===== src/rtl/sb_3320_route_pkg.sv =====
// ----------------------------------------------------------------------------
// sb_3320_route_pkg
// Shared constants and types for the route sequencer slice:
//   - node id / route index / route length widths
//   - default sizing of the route buffer and lookup timing
//   - SENTINEL pseudo-node used as "previous" at the start of a route
//   - turn command encodings sent to the motion controller
//   - state enumeration of the sequencer FSM
// ----------------------------------------------------------------------------
package sb_3320_route_pkg;

    localparam int NODE_W         = 5;
    localparam int ADDR_W         = 5;
    localparam int LEN_W          = 6;
    localparam int ROUTE_DEPTH    = 32;
    localparam int LOOKUP_LAT_DEF = 2;
    localparam int INIT_CYC_DEF   = 2;

    localparam logic [NODE_W-1:0] SENTINEL = 5'd27;

    localparam logic [2:0] DIR_STOP    = 3'b000;
    localparam logic [2:0] DIR_FORWARD = 3'b001;
    localparam logic [2:0] DIR_LEFT    = 3'b010;
    localparam logic [2:0] DIR_RIGHT   = 3'b011;
    localparam logic [2:0] DIR_EXTREME = 3'b100;

    typedef enum logic [2:0] {
        INIT,
        IDLE,
        QUERY,
        WAIT_LAT,
        ISSUE,
        WAIT_NODE,
        STOP_CMD
    } route_state_t;

endpackage


===== src/rtl/sb_3320_route_sequencer_path_buf.sv =====
// ----------------------------------------------------------------------------
// sb_3320_path_buf
// Route storage: DEPTH entries of NODE_W-bit node ids.
//   clk_50            : write clock
//   wr_en/wr_addr/wr_data : synchronous write port
//   rd_addr_a/rd_data_a   : asynchronous read port (neighbour node)
//   rd_addr_b/rd_data_b   : asynchronous read port (current node)
// Contents are deliberately not reset so a route survives a mid-run reset.
// ----------------------------------------------------------------------------
module sb_3320_path_buf
    import sb_3320_route_pkg::*;
#(
    parameter int DEPTH = ROUTE_DEPTH
) (
    input  logic              clk_50,
    input  logic              wr_en,
    input  logic [ADDR_W-1:0] wr_addr,
    input  logic [NODE_W-1:0] wr_data,
    input  logic [ADDR_W-1:0] rd_addr_a,
    output logic [NODE_W-1:0] rd_data_a,
    input  logic [ADDR_W-1:0] rd_addr_b,
    output logic [NODE_W-1:0] rd_data_b
);

    logic [NODE_W-1:0] mem [DEPTH];

    // Plain register file write; no reset on purpose.
    always_ff @(posedge clk_50) begin
        if (wr_en) begin
            mem[wr_addr] <= wr_data;
        end
    end

    assign rd_data_a = mem[rd_addr_a];
    assign rd_data_b = mem[rd_addr_b];

endmodule


===== src/rtl/sb_3320_route_sequencer.sv =====
// ----------------------------------------------------------------------------
// sb_3320_route_sequencer
// Walks a stored route, queries the external direction lookup for each
// (previous, current, next) triple and hands the resulting turn command to
// the motion controller, advancing on each node-detect pulse.
//   clk_50, rst_n            : clock, synchronous active-low reset
//   path_wr_en/addr/data     : route buffer write (IDLE only)
//   path_len, start          : route length and start request (IDLE only)
//   abort                    : stop an active traversal
//   node_detect              : bot reached the next node
//   map_start                : lookup enable, high from first cycle after reset
//   map_prev/cur/next        : lookup query
//   map_dir                  : lookup result, valid LOOKUP_LAT cycles after query
//   cmd_valid/ready/dir/node : turn command handshake
//   busy, done, error, step_idx : status
// ----------------------------------------------------------------------------
module sb_3320_route_sequencer
    import sb_3320_route_pkg::*;
#(
    parameter int DEPTH      = ROUTE_DEPTH,
    parameter int LOOKUP_LAT = LOOKUP_LAT_DEF,
    parameter int INIT_CYC   = INIT_CYC_DEF
) (
    input  logic              clk_50,
    input  logic              rst_n,
    input  logic              path_wr_en,
    input  logic [ADDR_W-1:0] path_wr_addr,
    input  logic [NODE_W-1:0] path_wr_data,
    input  logic [LEN_W-1:0]  path_len,
    input  logic              start,
    input  logic              abort,
    input  logic              node_detect,
    output logic              map_start,
    output logic [NODE_W-1:0] map_prev,
    output logic [NODE_W-1:0] map_cur,
    output logic [NODE_W-1:0] map_next,
    input  logic [2:0]        map_dir,
    output logic              cmd_valid,
    input  logic              cmd_ready,
    output logic [2:0]        cmd_dir,
    output logic [NODE_W-1:0] cmd_node,
    output logic              busy,
    output logic              done,
    output logic              error,
    output logic [ADDR_W-1:0] step_idx
);

    localparam int LAT_W  = (LOOKUP_LAT > 1) ? $clog2(LOOKUP_LAT) : 1;
    localparam int INIT_W = (INIT_CYC > 1) ? $clog2(INIT_CYC) : 1;

    route_state_t      state;
    logic [ADDR_W-1:0] step;
    logic [LEN_W-1:0]  len_q;
    logic [LAT_W-1:0]  lat_cnt;
    logic [INIT_W-1:0] init_cnt;
    logic              aborted;

    logic              buf_wr_en;
    logic [ADDR_W-1:0] nbr_addr;
    logic [NODE_W-1:0] nbr_node;
    logic [NODE_W-1:0] cur_node;
    logic              abortable;
    logic              last_step;

    assign buf_wr_en = path_wr_en && (state == IDLE);
    assign nbr_addr  = step + ADDR_W'(1);
    assign abortable = (state == QUERY) || (state == WAIT_LAT) ||
                       (state == ISSUE) || (state == WAIT_NODE);
    // True when the step being left is the second-to-last node, i.e. the
    // incremented index lands on the final node of the route.
    assign last_step = (({1'b0, step} + LEN_W'(1)) == (len_q - LEN_W'(1)));
    assign step_idx  = step;

    // Port A serves the neighbour p[i+1]; port B serves p[i].
    sb_3320_path_buf #(
        .DEPTH(DEPTH)
    ) u_path_buf (
        .clk_50    (clk_50),
        .wr_en     (buf_wr_en),
        .wr_addr   (path_wr_addr),
        .wr_data   (path_wr_data),
        .rd_addr_a (nbr_addr),
        .rd_data_a (nbr_node),
        .rd_addr_b (step),
        .rd_data_b (cur_node)
    );

    // Sequencer FSM with all outputs registered. Abort is checked ahead of
    // the per-state logic so it beats node_detect and lookup capture.
    always_ff @(posedge clk_50) begin
        if (!rst_n) begin
            state     <= INIT;
            step      <= '0;
            len_q     <= '0;
            lat_cnt   <= '0;
            init_cnt  <= '0;
            aborted   <= 1'b0;
            map_start <= 1'b0;
            map_prev  <= '0;
            map_cur   <= '0;
            map_next  <= '0;
            cmd_valid <= 1'b0;
            cmd_dir   <= DIR_STOP;
            cmd_node  <= '0;
            busy      <= 1'b0;
            done      <= 1'b0;
            error     <= 1'b0;
        end else begin
            map_start <= 1'b1;
            if (abort && abortable) begin
                // A pending turn command is withdrawn for one cycle before
                // the stop command is raised; elsewhere stop is raised at once.
                state     <= STOP_CMD;
                aborted   <= 1'b1;
                cmd_valid <= (state != ISSUE);
                cmd_dir   <= DIR_STOP;
                cmd_node  <= cur_node;
            end else begin
                case (state)
                    INIT: begin
                        if (init_cnt == INIT_W'(INIT_CYC - 1)) begin
                            state <= IDLE;
                        end else begin
                            init_cnt <= init_cnt + INIT_W'(1);
                        end
                    end
                    IDLE: begin
                        if (start) begin
                            if ((path_len < LEN_W'(2)) || (path_len > LEN_W'(DEPTH))) begin
                                error <= 1'b1;
                            end else begin
                                len_q   <= path_len;
                                step    <= '0;
                                done    <= 1'b0;
                                error   <= 1'b0;
                                aborted <= 1'b0;
                                busy    <= 1'b1;
                                state   <= QUERY;
                            end
                        end
                    end
                    QUERY: begin
                        // map_cur still holds p[i-1] from the previous query,
                        // so it becomes the new "previous" node.
                        map_prev <= (step == '0) ? SENTINEL : map_cur;
                        map_cur  <= cur_node;
                        map_next <= nbr_node;
                        lat_cnt  <= '0;
                        state    <= WAIT_LAT;
                    end
                    WAIT_LAT: begin
                        if (lat_cnt == LAT_W'(LOOKUP_LAT - 1)) begin
                            cmd_valid <= 1'b1;
                            cmd_node  <= cur_node;
                            if (map_dir > DIR_EXTREME) begin
                                error   <= 1'b1;
                                cmd_dir <= DIR_STOP;
                                state   <= STOP_CMD;
                            end else begin
                                cmd_dir <= map_dir;
                                state   <= ISSUE;
                            end
                        end else begin
                            lat_cnt <= lat_cnt + LAT_W'(1);
                        end
                    end
                    ISSUE: begin
                        if (cmd_ready) begin
                            cmd_valid <= 1'b0;
                            state     <= WAIT_NODE;
                        end
                    end
                    WAIT_NODE: begin
                        if (node_detect) begin
                            step <= step + ADDR_W'(1);
                            if (last_step) begin
                                cmd_valid <= 1'b1;
                                cmd_dir   <= DIR_STOP;
                                cmd_node  <= nbr_node;
                                state     <= STOP_CMD;
                            end else begin
                                state <= QUERY;
                            end
                        end
                    end
                    STOP_CMD: begin
                        if (!cmd_valid) begin
                            cmd_valid <= 1'b1;
                        end else if (cmd_ready) begin
                            cmd_valid <= 1'b0;
                            busy      <= 1'b0;
                            done      <= !error && !aborted;
                            state     <= IDLE;
                        end
                    end
                    default: state <= INIT;
                endcase
            end
        end
    end

endmodule


===== config.mk =====
export PLATFORM = sky130hd
export DESIGN_NAME = sb_3320_route_sequencer
export DESIGN_NICKNAME = d
export VERILOG_FILES = /design/src/rtl/sb_3320_route_pkg.sv /design/src/rtl/sb_3320_route_sequencer_path_buf.sv /design/src/rtl/sb_3320_route_sequencer.sv
export SDC_FILE = /design/constraint.sdc
export NUM_CORES = 1
export LEC_CHECK = 0
export BUFFER_PORTS_ARGS = -buffer_cell sky130_fd_sc_hd__buf_2
export CORE_ASPECT_RATIO = 1.75
export CORE_MARGIN = 2
export CORE_UTILIZATION = 40
export DETAILED_ROUTE_END_ITERATION = 8
export GPL_TIMING_DRIVEN = 0
export HOLD_SLACK_MARGIN = 0.08
export PLACE_DENSITY_LB_ADDON = 0.25
export SLEW_MARGIN = 40
export SYNTH_ARGS = -nofsm -noshare
export SYNTH_HDL_FRONTEND = slang
export SYNTH_SLANG_ARGS = --single-unit

===== constraint.sdc =====
create_clock -name clk_50 -period 4.3 [get_ports clk_50]
set_input_delay 0.86 -clock clk_50 [delete_from_list [all_inputs] [get_ports clk_50]]
set_output_delay 0.86 -clock clk_50 [all_outputs]
set_load 0.01 [all_outputs]

# Word-level counts from Yosys, hierarchy flattened
# Memories as Yosys holds them, arrays and structs flattened. A register that Yosys moved wholly into a read port is not among the register bits.
# Cells that the tools add are included.
# Widths: inputs -> output; s select.
[word_totals]
reg_bits = 45
latchBits = 0
mem_bits_rw = 160
romBits = 0
input_bits = 26
output_inout_bits = 33
wordCells = 150
memories = 1
[op_classes]
n_addsub = 5
n_mul = 0
n_div = 0
n_lt_le_gt_ge = 3
n_eq_ne = 28
shift = 0
muxes = 59
bitwise = 3
reduce_logical = 34
[memory_table]
columns = ["memory", "depth", "word_bits", "read_ports", "rd_ports_with_merged_regs", "write_ports", "line_no", "text"]
rows = [
  ["u_path_buf.mem", 32, 5, 2, 1, 1, "sb_3320_route_sequencer_path_buf.sv:25", "logic [NODE_W-1:0] mem [DEPTH];"],
]
[op_table]
columns = ["cell", "count"]
rows = [
  ["$mux 5", 10],
  ["$mux 3", 14],
  ["$mux 1", 25],
  ["$pmux 3 s7", 1],
  ["$ne 2x2->1 const B", 10],
  ["$pmux 5 s2", 2],
  ["$reduce_and 8->1", 2],
  ["$ne 3x2->1 const B", 5],
  ["$ne 3x3->1 const B", 5],
  ["$reduce_and 5->1", 3],
  ["$reduce_bool 2->1", 7],
  ["$reduce_and 4->1", 3],
  ["$eq 3x3->1 const B", 3],
  ["$pmux 1 s2", 4],
  ["$add 5x1->6 const B", 1],
  ["$eq 3x2->1 const B", 2],
  ["$eq 6x6->1", 1],
  ["$gt 6x6->1 const B", 1],
  ["$lt 6x2->1 const B", 1],
  ["$pmux 3 s2", 1],
  ["$reduce_and 2->1", 3],
  ["$reduce_and 6->1", 1],
  ["$sub 6x1->6 const B", 1],
  ["$add 5x1->5 const B", 1],
  ["other kinds (16)", 25],
]

# Logic depth before layout (Yosys ltp)
# Gate-level depths: netlist of run 1.
[logic_depth]
ltp_word = 9
depth_mapped = 13
mapped_depth_nobuf = 9

# Cells and area by module
# Synthesis of run 1 repeated with hierarchy kept, for this count alone.
[unflattened]
hier_cells = 638
hier_area_um2 = 10013.4
[modules_own_cells]
columns = ["mod", "n_inst", "cells_each", "area_per_inst_um2", "seq_area_each_um2"]
rows = [
  ["sb_3320_path_buf", 1, 338, 7473.4, 4804.6],
  ["sb_3320_route_sequencer", 1, 300, 2539.9, 900.9],
]

# Worst setup path before layout of run 1
# OpenSTA, ideal clock, no wires.
[synth_timing]
kind = "register -> register"
startpoint = "register step[0] (netlist: step_idx[0])"
endpoint = "register cmd_node[0]"
setup_time_ps = 133
arrival_ps = 2843
required_time_ps = 4167
slack_ps = 1324
path_stages_with_launch = 13
n_path_buf = 4
period_less_slack_ps = 2976
cell_sequence = "dfxtp_1 > buf_2 > buf_2 > inv_1 > ha_1 > buf_2 > buf_2 > mux4_2 > mux2_2 > o22ai_1 > nor2_1 > nand2_1 > a31oi_1"
[synth_between]
elab_chain_cells = 6
word_cells_on_any_way = 10
cone_classes = "add/sub: 2; eq/ne: 2; mux: 4; reduce/logical: 1; memory: 1"
[synth_rtl]
columns = ["element", "line_no", "text"]
rows = [
  ["from (decl)", "sb_3320_route_sequencer.sv:52", "logic [ADDR_W-1:0] step;"],
  ["from (signal assigned)", "sb_3320_route_sequencer.sv:175", "step <= step + ADDR_W'(1);"],
  ["$add 5x1->5", "sb_3320_route_sequencer.sv:66", "assign nbr_addr = step + ADDR_W'(1);"],
  ["$mem_v2 32x5", "--", ""],
  ["$mux 5", "sb_3320_route_sequencer.sv:176", "if (last_step) begin"],
  ["$mux 5", "sb_3320_route_sequencer.sv:174", "if (node_detect) begin"],
  ["$pmux 5 s2", "sb_3320_route_sequencer.sv:119", "case (state)"],
  ["$mux 5", "sb_3320_route_sequencer.sv:110", "if (abort && abortable) begin"],
  ["to (signal assigned)", "sb_3320_route_sequencer.sv:117", "cmd_node <= cur_node;"],
  ["to (signal assigned)", "sb_3320_route_sequencer.sv:154", "cmd_node <= cur_node;"],
  ["to (signal assigned)", "sb_3320_route_sequencer.sv:179", "cmd_node <= nbr_node;"],
  ["to (decl)", "sb_3320_route_sequencer.sv:41", "output logic [NODE_W-1:0] cmd_node,"],
]
# Several ways; a longest one is shown, not always the timed one. The select of a mux whose other input is x is not followed.
# A chain may end at the register's enable or synchronous reset.

# Final worst setup path of run 1
[layout_timing]
startpoint = "register step[0] (netlist: step_idx[0])"
endpoint = "register cmd_node[3]"
# Same word-level chain as after synthesis.

==> results of run 1 <==
-- cell families after synthesis --
group           Yosys count  share of synthesized area
mux                     129                      0.242
buf+inv                  54                     0.0232
xor+xnor                 12                     0.0105
simple gates            181                     0.0871
flops                   210                      0.578
compound gates           78                     0.0536
fa+ha+maj                 4                    0.00499
-- cell usage in the layout (no fill, tap or decap), types with 3 or more instances in the layout --
master,instances
edfxtp_1,160
nand4_1,3
xor2_1,4
inv_1,12
ha_1,4
nand2_1,45
nand2b_1,3
o21ai_1,9
a21boi_1,10
nand3b_1,5
a31oi_1,9
nor2b_1,12
o211a_1,4
clkbuf_16,21
nor3b_1,4
nor2_1,62
nand3_1,9
buf_2,77
dfxtp_1,50
o21ai_0,7
clkbuf_1,25
nor3_1,11
nor4_1,3
or2_2,4
xnor2_1,8
mux2_2,10
a22o_1,6
and2_1,4
mux4_2,90
or3_1,4
o21a_1,3
o22ai_1,6
mux2i_1,29
a21oi_1,13
-- flip-flops by register name (all words and copies together) (netlist names), named ones only --
signal          flops
lat_cnt             1
step_idx            5
busy                1
u_path_buf.mem    160
map_next            5
len_q               6
cmd_valid           1
map_prev            5
map_cur             5
cmd_dir             3
error               1
map_start           1
init_cnt            1
done                1
cmd_node            5
state               3
aborted             1
-- worst paths after layout --
check,to,slack [ns],cells after the start
setup / recovery,cmd_node[3],0.36,13
hold / removal,map_prev[2],0.45,2
setup reg to reg,cmd_node[3],0.36,13
hold reg to reg,map_prev[2],0.45,2
-- cells in the mapped netlist, types with 5 or more instances --
cell type / instances
a31oi_1: 9
xnor2_1: 8
mux4_2: 90
o22ai_1: 6
nand2_1: 45
nor2b_1: 12
mux2_2: 10
mux2i_1: 29
dfxtp_1: 50
a21boi_1: 10
a21oi_1: 13
a22o_1: 6
edfxtp_1: 160
buf_2: 18
o21ai_0: 7
o21ai_1: 9
inv_1: 9
nor2_1: 62
nand3_1: 9
nor3_1: 11
nand3b_1: 5
clkbuf_1: 20
-- per-stage QoR --
step	hold slack (ns)	instances	instance area, sq um
2_1_floorplan	0.438	668	10000
3_3_place_gp	0.444	1038	10700
3_5_place_dp	0.443	1038	10700
4_1_cts	0.452	1073	11300
5_1_grt	0.468	1073	11300
6_report	0.451	1073	11300
-- layer usage --
layer,track usage,up-vias,share of wire
met4,0.161,0,0.076
met2,0.426,290,0.55
met1,0.212,3228,0.32
li1,-,2798,-
met3,0.0282,96,0.045
met5,0,-,0
-- tightest hold or removal path, stage by stage (launching register included) --
cell and delay, ns:
dfxtp_1 0.31, nand2_1 0.05, a21boi_1 0.05
-- final cells by class --
| cell class | instances | area, sq um | share of cell area |
|---|---|---|---|
| inverter | 11 | 41.3 | 0.00364 |
| tap | 312 | 390 | 0.0344 |
| multi-input combinational | 404 | 4000 | 0.353 |
| clock buffer | 28 | 562 | 0.0495 |
| buffer | 43 | 195 | 0.0172 |
| clock inverter | 7 | 53.8 | 0.00474 |
| sequential | 210 | 5810 | 0.512 |
| timing repair buffer | 58 | 290 | 0.0256 |
-- power by group through the flow --
stage          Combinational (mW)  Sequential, mW  Clock, mW
2_1_floorplan               0.471            2.39          0
3_5_place_dp                0.743            2.38          0
5_1_grt                     0.827            2.35       1.80
6_report                    0.752            2.34       1.70
4_1_cts                     0.745            2.34       1.72
3_3_place_gp                0.722            2.38          0
==> impl_results.rst, run 1 <==
.. list-table::
   :header-rows: 1

   * - Metric
     - Value
   * - Layout-stage area growth over the synthesis result
     - 13.0%
   * - Buffers inserted by post-CTS timing repair
     - 0
   * - Shortest clock period the worst path allows after layout
     - 3.94 ns
   * - Maximum clock skew at final layout
     - 0.0260 ns
   * - Largest stage delay, worst path
     - 0.40 ns
   * - Count of distinct cell types in the synthesized netlist
     - 56
   * - Most common cell type on the critical path
     - buf_2
   * - Via count of the routed design
     - 6412
   * - Static power due to leakage
     - 3.67 nW
   * - Post-synthesis net count
     - 698
   * - Reg clk slew, reported paths
     - 0.07 ns
   * - Power share of the sequential group
     - 0.488
   * - Max Slew Vio Count
     - 0
   * - Port buffer count
     - 58
   * - Setup-failing EPs final
     - 0
   * - Root buffer selected by CTS
     - clkbuf_16
   * - First-pass DRT Iterations
     - 5
   * - Gpl congestion
     - 0.894
   * - Row count
     - 76
   * - Chip Width
     - 124 um
   * - Pin count of the biggest net entering global routing
     - 33
   * - Type of the tightest min-delay check
     - register to register
   * - Final-stage net count
     - 778
   * - Hold_sp
     - map_prev[2]
   * - Total of hold buffers inserted after clock tree synthesis
     - 0
   * - Area fraction of the dominant cell type after synthesis
     - 0.479
   * - Yosys top cell by area
     - edfxtp_1
   * - WL/cell
     - 26.8 um
   * - Top Ports
     - 59
   * - Utilization after layout
     - 0.461
   * - Dpl hpwl
     - 21.9 mm
   * - Endpoint kind of the worst setup timing path
     - register
   * - Fmax
     - 254 MHz
   * - Post-synth top flop
     - edfxtp_1
   * - Pwr/cell area
     - 422 mW/mm^2
   * - Floorplan die height
     - 214 um
   * - Clock insertion delay at the later pin of the skew report
     - 0.51 ns
   * - Final routed wirelength across all metal layers
     - 28.8 mm
   * - Core Footprint
     - 0.0246 sq mm
   * - Synth area leaders
     - edfxtp_1 (48%), mux4_2 (20%), dfxtp_1 (10%)
   * - Initial antenna violation count
     - 0
   * - Maximum Capacitance Violations
     - 0
   * - CTS tree
     - built
   * - Library cell contributing the largest single delay on the critical path
     - dfxtp_1
   * - Peak supply drop
     - 287 uV
   * - Critical Path Start Type
     - register
   * - Total of warnings raised by yosys
     - 0
   * - Count of H-tree levels built during CTS
     - 1
   * - Total GRT Usage
     - 0.223
   * - Count of buffering cells on the critical path with inverters included
     - 6
   * - Run status
     - complete, no violations
   * - Post-synthesis cell count
     - 668
   * - Number of global-route vias before repair
     - 6867
   * - Inserted Diodes
     - 0
   * - Number of flip-flops and latches in the synthesized netlist
     - 210
   * - Final-layout setup total negative slack
     - 0 ns
   * - Data arrival time of the worst path
     - 4.33 ns
   * - Drt via density
     - 5.98
   * - List of cells traversed by the critical path
     - buf_2 -> buf_2 -> inv_1 -> ha_1 -> buf_2 -> buf_2 -> buf_2 -> mux4_2 -> mux2_2 -> o22ai_1 -> nor2_1 -> nand2_1 -> a31oi_1
   * - Fraction of layout instances using a drive strength above 1
     - 0.289
   * - Net switching power
     - 1.27 mW
   * - Worst Tran Pin Value
     - 0.913 ns
   * - Number of synthesized flops with an enable pin
     - 160
   * - Area enclosed by the die boundary
     - 0.0264 sq mm
   * - Setup repair after global routing missed its margin
     - false
   * - Fraction of registers with async set or reset after synthesis
     - 0
   * - Final routed DRC violation total
     - 0
   * - Cell area after technology mapping
     - 0.0100 sq mm
   * - Count of cells resized by post-cts repair
     - 0
   * - Wire length of the first global-routing pass
     - 41.7 mm
   * - Normalized max-slew margin
     - 0.391
   * - Number of buffers between clock root and the deepest sink
     - 3
   * - Internal power
     - 3.52 mW
   * - Startpoint of the most critical setup path
     - step_idx[0]
   * - Number of routed nets with antenna violations
     - 0
   * - Setup WS post-layout
     - 0.358 ns
   * - Clock buffers created by TritonCTS
     - 20
   * - Total power consumption of the routed design
     - 4.79 mW
   * - Clock network fraction of design power
     - 0.355
   * - Switching share of power
     - 0.265
   * - Logic gate share of total power
     - 0.157
   * - Family of cells with the greatest summed delay on the critical path
     - buffers and inverters
   * - Worst endpoint required time
     - 4.68 ns
   * - Number of hold violations in the final report
     - 0
   * - Sequential-to-total area share from yosys stat
     - 0.578
   * - Critical Setup Path Class
     - register to register
   * - Total congestion overflow
     - 0
   * - Worst flop-to-flop path startpoint
     - step_idx[0]
   * - Share of the clock period used by the worst path
     - 0.917
   * - Initial standard-cell utilization of the core
     - 0.407
   * - Per-instance average area after synthesis
     - 15.0 sq um
   * - Clock net sink count
     - 210
   * - Count of routing violations after the opening detailed-route iteration
     - 502
   * - Biggest fanout along the worst timing path
     - 10
   * - Number of fill cells
     - 2109
   * - Worst setup timing slack at the placement stage
     - 0.385 ns
(Power assumes the default switching activity.)
==> inputs of run 2 (changes only) <==
Settings changed: CORE_MARGIN 2 to 3, SKIP_CTS_REPAIR_TIMING set to 1.
Clock period 4.3 ns to 5.09 ns, I/O delays scaled along.
==> run 2 against run 1 <==
Against the previous run: die area up 2.6%; wire length fell by 1.5%; worst setup slack better by 0.81 ns; critical path type unchanged; critical endpoint is now cmd_node[2].
==> impl_results.rst, run 2 (synthesis gave the netlist of run 1 again) <==
.. list-table::
   :header-rows: 1

   * - Metric
     - Value
   * - Run status
     - complete, no violations
   * - Number of routed nets with antenna violations
     - 0 (unchanged)
   * - Final routed DRC violation total
     - 0 (unchanged)
   * - Critical Path Start Type
     - register
   * - Root buffer selected by CTS
     - clkbuf_16
   * - Non-Filler Instances
     - 1075 (+0.19%)
   * - Worst setup timing slack at the placement stage
     - 1.18 ns (+0.792 ns)
   * - Biggest fanout along the worst timing path
     - 10 (unchanged)
   * - Flop-to-flop setup slack
     - 1.17 ns (+0.81 ns)
   * - Worst R2R End
     - cmd_node[2]
   * - Count of routing violations after the opening detailed-route iteration
     - 482 (-4.0%)
   * - Dpl hpwl
     - 21.4 mm (-2.1%)
   * - Most common cell after layout, fill and taps aside
     - edfxtp_1
   * - Chip Width
     - 126 um (+1.6%)
   * - Multi-input combinational cell area
     - 0.00400 sq mm (unchanged)
   * - Worst flop-to-flop path startpoint
     - step_idx[0]
   * - Setup-failing EPs final
     - 0 (unchanged)
   * - Drt via density
     - 5.93 (-0.73%)
   * - Flip-flop count of the largest register after layout
     - 160 (unchanged)
   * - Total GRT Usage
     - 0.207 (-0.0160)
   * - Clock net sink count
     - 210 (unchanged)
   * - Final-layout setup total negative slack
     - 0 ns (unchanged)
   * - Destination of the critical timing path
     - cmd_node[2]
   * - Total power consumption of the routed design
     - 4.03 mW (-16%)
   * - Number of fill cells
     - 2139 (+1.4%)
   * - Static power due to leakage
     - 3.67 nW (about the same)
   * - Max Slew Vio Count
     - 0 (unchanged)
   * - Maximum clock skew at final layout
     - 0.00985 ns (-0.0161 ns)
   * - Final routed wirelength across all metal layers
     - 28.3 mm (-1.5%)
   * - Floorplan die height
     - 216 um (+0.94%)
   * - Row count
     - 76 (unchanged)
   * - Worst Tran Pin Value
     - 0.906 ns (-0.00714 ns)
   * - Peak supply drop
     - 203 uV (-29%)
   * - Inserted Diodes
     - 0 (unchanged)
   * - Area taken by flip-flops and latches
     - 0.00581 sq mm (unchanged)
   * - Largest registers
     - u_path_buf.mem: 160 flops, len_q: 6 flops
   * - Pwr/cell area
     - 355 mW/mm^2 (-16%)
   * - Type of the tightest min-delay check
     - register to register
   * - Setup repair after global routing missed its margin
     - false
   * - CTS tree
     - built
   * - Most frequent cells in the layout
     - edfxtp_1 (160), mux4_2 (90), buf_2 (78)
   * - Count of H-tree levels built during CTS
     - 1 (unchanged)
   * - Number of global-route vias before repair
     - 6778 (-1.3%)
   * - Critical Setup Path Class
     - register to register
   * - Clock insertion delay at the later pin of the skew report
     - 0.50 ns (about the same)
   * - Reg clk slew, reported paths
     - 0.06 ns (about the same)
   * - Share of the clock period used by the worst path
     - 0.771 (-0.146)
   * - Via count of the routed design
     - 6377 (-0.55%)
   * - Final-stage net count
     - 779 (+0.13%)
   * - Placed instance count
     - 1038 (unchanged)
   * - Initial antenna violation count
     - 0 (unchanged)
   * - Clock buffers created by TritonCTS
     - 21 (+5.0%)
   * - Most flop-heavy register
     - u_path_buf.mem
   * - Fmax
     - 255 MHz (+0.51%)
   * - Worst endpoint required time
     - 5.46 ns (+0.78 ns)
   * - Core Footprint
     - 0.0246 sq mm (unchanged)
   * - Endpoint kind of the worst setup timing path
     - register
   * - Data arrival time of the worst path
     - 4.29 ns (-0.04 ns)
   * - Fraction of layout instances using a drive strength above 1
     - 0.300 (+0.0110)
   * - Total congestion overflow
     - 0 (unchanged)
   * - Number of cells on the worst reg-to-reg path
     - 13 (unchanged)
   * - Setup WS post-layout
     - 1.17 ns (+0.810 ns)
   * - Area enclosed by the die boundary
     - 0.0271 sq mm (+2.6%)
   * - Pin count of the biggest net entering global routing
     - 33 (unchanged)
   * - Layout-stage area growth over the synthesis result
     - 13.0% (about the same)
   * - Wire length of the first global-routing pass
     - 42.1 mm (+1.0%)
   * - First-pass DRT Iterations
     - 5 (unchanged)
   * - Shortest clock period the worst path allows after layout
     - 3.92 ns (-0.0199 ns)
   * - Normalized max-slew margin
     - 0.396 (+0.00476)
   * - Initial standard-cell utilization of the core
     - 0.407 (unchanged)
   * - Gpl congestion
     - 1.02 (+14%)
   * - Top Ports
     - 59 (unchanged)
   * - Maximum Capacitance Violations
     - 0 (unchanged)
   * - Final-layout worst hold slack
     - 0.462 ns (+0.0117 ns)
   * - Startpoint of the most critical setup path
     - step_idx[0]
   * - WL/cell
     - 26.4 um (-1.7%)
   * - Number of hold violations in the final report
     - 0 (unchanged)
   * - Number of buffers between clock root and the deepest sink
     - 3 (unchanged)
   * - Port buffer count
     - 58 (unchanged)
## run 2: changes by cell type in the layout (fill, tap and decap cells not counted), sizes merged
cell      before  now
clkbuf        49   42
clkinv         3   11
buf           80   81
inv           14   13
clkinvlp       0    2
bufinv         1    0
## run 2: power breakdown
part / switching (mW) / total, mW / internal (mW)
clock: 0.660 / 1.42 / 0.763
combinational: 0.396 / 0.630 / 0.234
sequential: 0.0548 / 1.98 / 1.92
## run 2: metrics by stage
step,util,area (sq um)
floorplan,-,10000
global placement,0.435,10700
detailed placement,0.435,10700
CTS,0.461,11300
global route,0.461,11300
finish,0.461,11300
## run 2: per-layer routing
layer,wire (um),vias up,share of wire,GRT usage
met5,0,-,0,0
met4,1690,0,0.059,0.101
met3,1530,69,0.054,0.0275
met2,16100,244,0.57,0.411
met1,9010,3249,0.32,0.207
li1,-,2815,-,-
## run 2: worst min-delay path by stage
| stage | cells past startpoint | slack [ns] | start | to |
|---|---|---|---|---|
| 5_1_grt | 2 | 0.48 | map_next[3] | map_next[3] |
| 6_report | 2 | 0.46 | map_next[3] | map_next[3] |
| 4_1_cts | 2 | 0.47 | map_next[3] | map_next[3] |
| 3_3_place_gp | 2 | 0.45 | cmd_dir[2] | cmd_dir[2] |
| 2_1_floorplan | 2 | 0.44 | aborted | aborted |
| 3_5_place_dp | 2 | 0.45 | map_next[3] | map_next[3] |
## run 2: cell type report
class,count,area share
well taps,312,0.0344
repair buffers,58,0.0256
clock inverters,15,0.00783
inverters,11,0.00364
clock buffers,22,0.0467
multi-input cells,404,0.353
plain buffers,43,0.0172
flip-flops and latches,210,0.512
## run 2: worst max-delay path: stages (launching register included)
cell,delay [ns]
dfxtp_1,0.43
buf_2,0.38
buf_2,0.34
inv_1,0.07
ha_1,0.27
buf_2,0.25
buf_2,0.40
buf_2,0.38
mux4_2,0.37
mux2_2,0.32
o22ai_1,0.22
nor2_1,0.15
nand2_1,0.10
a31oi_1,0.08
==> inputs of run 3 (changes only) <==
Clock period 5.09 ns to 3.87 ns, I/O delays scaled along.
==> run 3 against run 2 <==
Against the previous run: clock skew shrank 0.0011 ns; clock-buffer cell count stayed put; register-to-register slack got worse by 0.97 ns; first-iteration DRC count up 4.8%; sequential share of layout area about the same; combinational power grew 32%; largest cell class unchanged; power increased by 32%.
==> impl_results.rst, run 3 (synthesis gave the netlist of run 1 again) <==
.. list-table::
   :header-rows: 1

   * - Metric
     - Value
   * - Run status
     - complete, no violations
   * - Initial antenna violation count
     - 0 (unchanged)
   * - Dpl hpwl
     - 21.4 mm (unchanged)
   * - Placed instance count
     - 1038 (unchanged)
   * - Row count
     - 76 (unchanged)
   * - Power share of the sequential group
     - 0.491 (about the same)
   * - Clock insertion delay at the later pin of the skew report
     - 0.50 ns (about the same)
   * - Number of fill cells
     - 2137 (-0.094%)
   * - Maximum clock skew at final layout
     - 0.00874 ns (-0.00111 ns)
   * - Reg clk slew, reported paths
     - 0.07 ns (about the same)
   * - Chip Width
     - 126 um (unchanged)
   * - Endpoint kind of the worst setup timing path
     - register
   * - Number of global-route vias before repair
     - 6778 (unchanged)
   * - Setup repair after global routing missed its margin
     - false
   * - Peak supply drop
     - 269 uV (+33%)
   * - Biggest fanout along the worst timing path
     - 10 (unchanged)
   * - Worst Tran Pin Value
     - 0.920 ns (+0.0145 ns)
   * - Non-Filler Instances
     - 1075 (unchanged)
   * - Static power due to leakage
     - 3.66 nW (about the same)
   * - Wire length of the first global-routing pass
     - 42.1 mm (unchanged)
   * - First-pass DRT Iterations
     - 5 (unchanged)
   * - Worst flop-to-flop path startpoint
     - step_idx[0]
   * - Top Ports
     - 59 (unchanged)
   * - Clock net sink count
     - 210 (unchanged)
   * - Inserted Diodes
     - 0 (unchanged)
   * - Drt via density
     - 5.89 (-0.72%)
   * - Pin count of the biggest net entering global routing
     - 33 (unchanged)
   * - WL/cell
     - 26.3 um (-0.11%)
   * - Count of routing violations after the opening detailed-route iteration
     - 505 (+4.8%)
   * - Most flop-heavy register
     - u_path_buf.mem
   * - Maximum Capacitance Violations
     - 0 (unchanged)
   * - Count of H-tree levels built during CTS
     - 1 (unchanged)
   * - Internal power
     - 3.84 mW (+32%)
   * - Number of cells on the worst reg-to-reg path
     - 13 (unchanged)
   * - Total congestion overflow
     - 0 (unchanged)
   * - Number of routed nets with antenna violations
     - 0 (unchanged)
   * - Terminating pin of the worst hold path
     - map_next[3]
   * - Depth of the worst hold-timing path
     - 2 (unchanged)
   * - Worst R2R End
     - cmd_node[3]
   * - Fraction of layout instances using a drive strength above 1
     - 0.300 (unchanged)
   * - Normalized max-slew margin
     - 0.387 (-0.00965)
   * - Logic gate share of total power
     - 0.157 (about the same)
   * - Layout-stage area growth over the synthesis result
     - 13.1% (about the same)
   * - Share of the clock period used by the worst path
     - 0.948 (+0.178)
   * - Flop-to-flop setup slack
     - 0.20 ns (-0.97 ns)
   * - Clock network fraction of design power
     - 0.353 (about the same)
   * - Total GRT Usage
     - 0.207 (unchanged)
   * - Flip-flop count of the largest register after layout
     - 160 (unchanged)
   * - Data arrival time of the worst path
     - 4.04 ns (-0.25 ns)
   * - Final-layout setup total negative slack
     - 0 ns (unchanged)
   * - Gpl congestion
     - 1.02 (unchanged)
   * - Pwr/cell area
     - 467 mW/mm^2 (+31%)
   * - Fmax
     - 272 MHz (+6.9%)
   * - Floorplan die height
     - 216 um (unchanged)
   * - Max Slew Vio Count
     - 0 (unchanged)
   * - Critical Path Start Type
     - register
   * - Clock buffers created by TritonCTS
     - 21 (unchanged)
   * - Number of buffers between clock root and the deepest sink
     - 3 (unchanged)
   * - Final routed DRC violation total
     - 0 (unchanged)
   * - Setup-failing EPs final
     - 0 (unchanged)
   * - Largest registers
     - u_path_buf.mem: 160 flops, len_q: 6 flops
   * - Type of the tightest min-delay check
     - register to register
   * - Most frequent cells in the layout
     - edfxtp_1 (160), mux4_2 (90), buf_2 (75)
   * - Switching share of power
     - 0.276 (about the same)
   * - Hold_sp
     - map_next[3]
   * - Port buffer count
     - 58 (unchanged)
   * - Number of hold violations in the final report
     - 0 (unchanged)
   * - Shortest clock period the worst path allows after layout
     - 3.67 ns (-0.252 ns)
   * - Initial standard-cell utilization of the core
     - 0.407 (unchanged)
   * - Net switching power
     - 1.46 mW (+31%)
   * - Final-stage net count
     - 779 (unchanged)
   * - Critical Setup Path Class
     - register to register
   * - CTS tree
     - built
   * - Final routed wirelength across all metal layers
     - 28.3 mm (-0.11%)
   * - Worst endpoint required time
     - 4.24 ns (-1.22 ns)
   * - Root buffer selected by CTS
     - clkbuf_16
   * - Total power consumption of the routed design
     - 5.30 mW (+32%)
   * - Most common cell after layout, fill and taps aside
     - edfxtp_1
   * - Core Footprint
     - 0.0246 sq mm (unchanged)
   * - Area enclosed by the die boundary
     - 0.0271 sq mm (unchanged)
   * - Via count of the routed design
     - 6331 (-0.72%)
run 3: changes by cell type in the layout (fill, tap and decap cells not counted), sizes merged:
cell,change
buf,-3
clkbuf,+3
run 3: per-layer routing:
metal,vias to the layer above,global-route usage,routed length [um]
li1,2811,-,-
met1,3208,0.207,9010
met2,240,0.411,16100
met3,72,0.0275,1540
met4,0,0.101,1700
met5,-,0,0
run 3: worst max path at each step:
stage / slack [ns] / startpoint / cells after the start / to
floorplan: 0.89 / step_idx[0] / 12 / cmd_node[0]
detailed placement: -0.04 / step_idx[0] / 13 / cmd_node[2]
finish: 0.20 / step_idx[0] / 13 / cmd_node[3]
global route: 0.008 / step_idx[0] / 12 / cmd_node[1]
CTS: -0.06 / step_idx[0] / 13 / cmd_node[2]
global placement: 0.02 / step_idx[0] / 13 / cmd_node[3]
run 3: area by class of cell:
type                       instances  area, sq um  share of cell area
inverter                          11         41.3             0.00364
timing repair buffer              58          290              0.0256
clock inverter                    15         88.8             0.00783
clock buffer                      22          529              0.0466
tap                              312          390              0.0344
buffer                            43          203              0.0179
multi-input combinational        404         4000               0.353
sequential                       210         5810               0.511
run 3: through the flow:
step                instance area [sq um]  hold slack (ns)  setup WS (ns)  utilization
global placement                    10700            0.445         0.0193        0.435
floorplan                           10000            0.438          0.894            -
detailed placement                  10700            0.453        -0.0429        0.435
finish                              11400            0.462          0.200        0.461
CTS                                 11300            0.468        -0.0577        0.461
global route                        11400            0.481        0.00801        0.461
run 3: power by group through the flow:
stage	Clock [mW]	Combinational, mW	Sequential [mW]
CTS	1.90	0.826	2.60
finish	1.87	0.830	2.60
floorplan	0	0.524	2.66
detailed placement	0	0.823	2.65
global placement	0	0.801	2.64
global route	1.99	0.924	2.61
run 3: critical path: stages (launching register included):
cell	delay, ns
dfxtp_1	0.42
clkbuf_4	0.31
buf_2	0.31
inv_1	0.07
ha_1	0.27
buf_2	0.25
clkbuf_4	0.34
buf_2	0.36
mux4_2	0.36
mux2_2	0.29
o22ai_1	0.22
nor2_1	0.14
nand2_1	0.09
a31oi_1	0.08
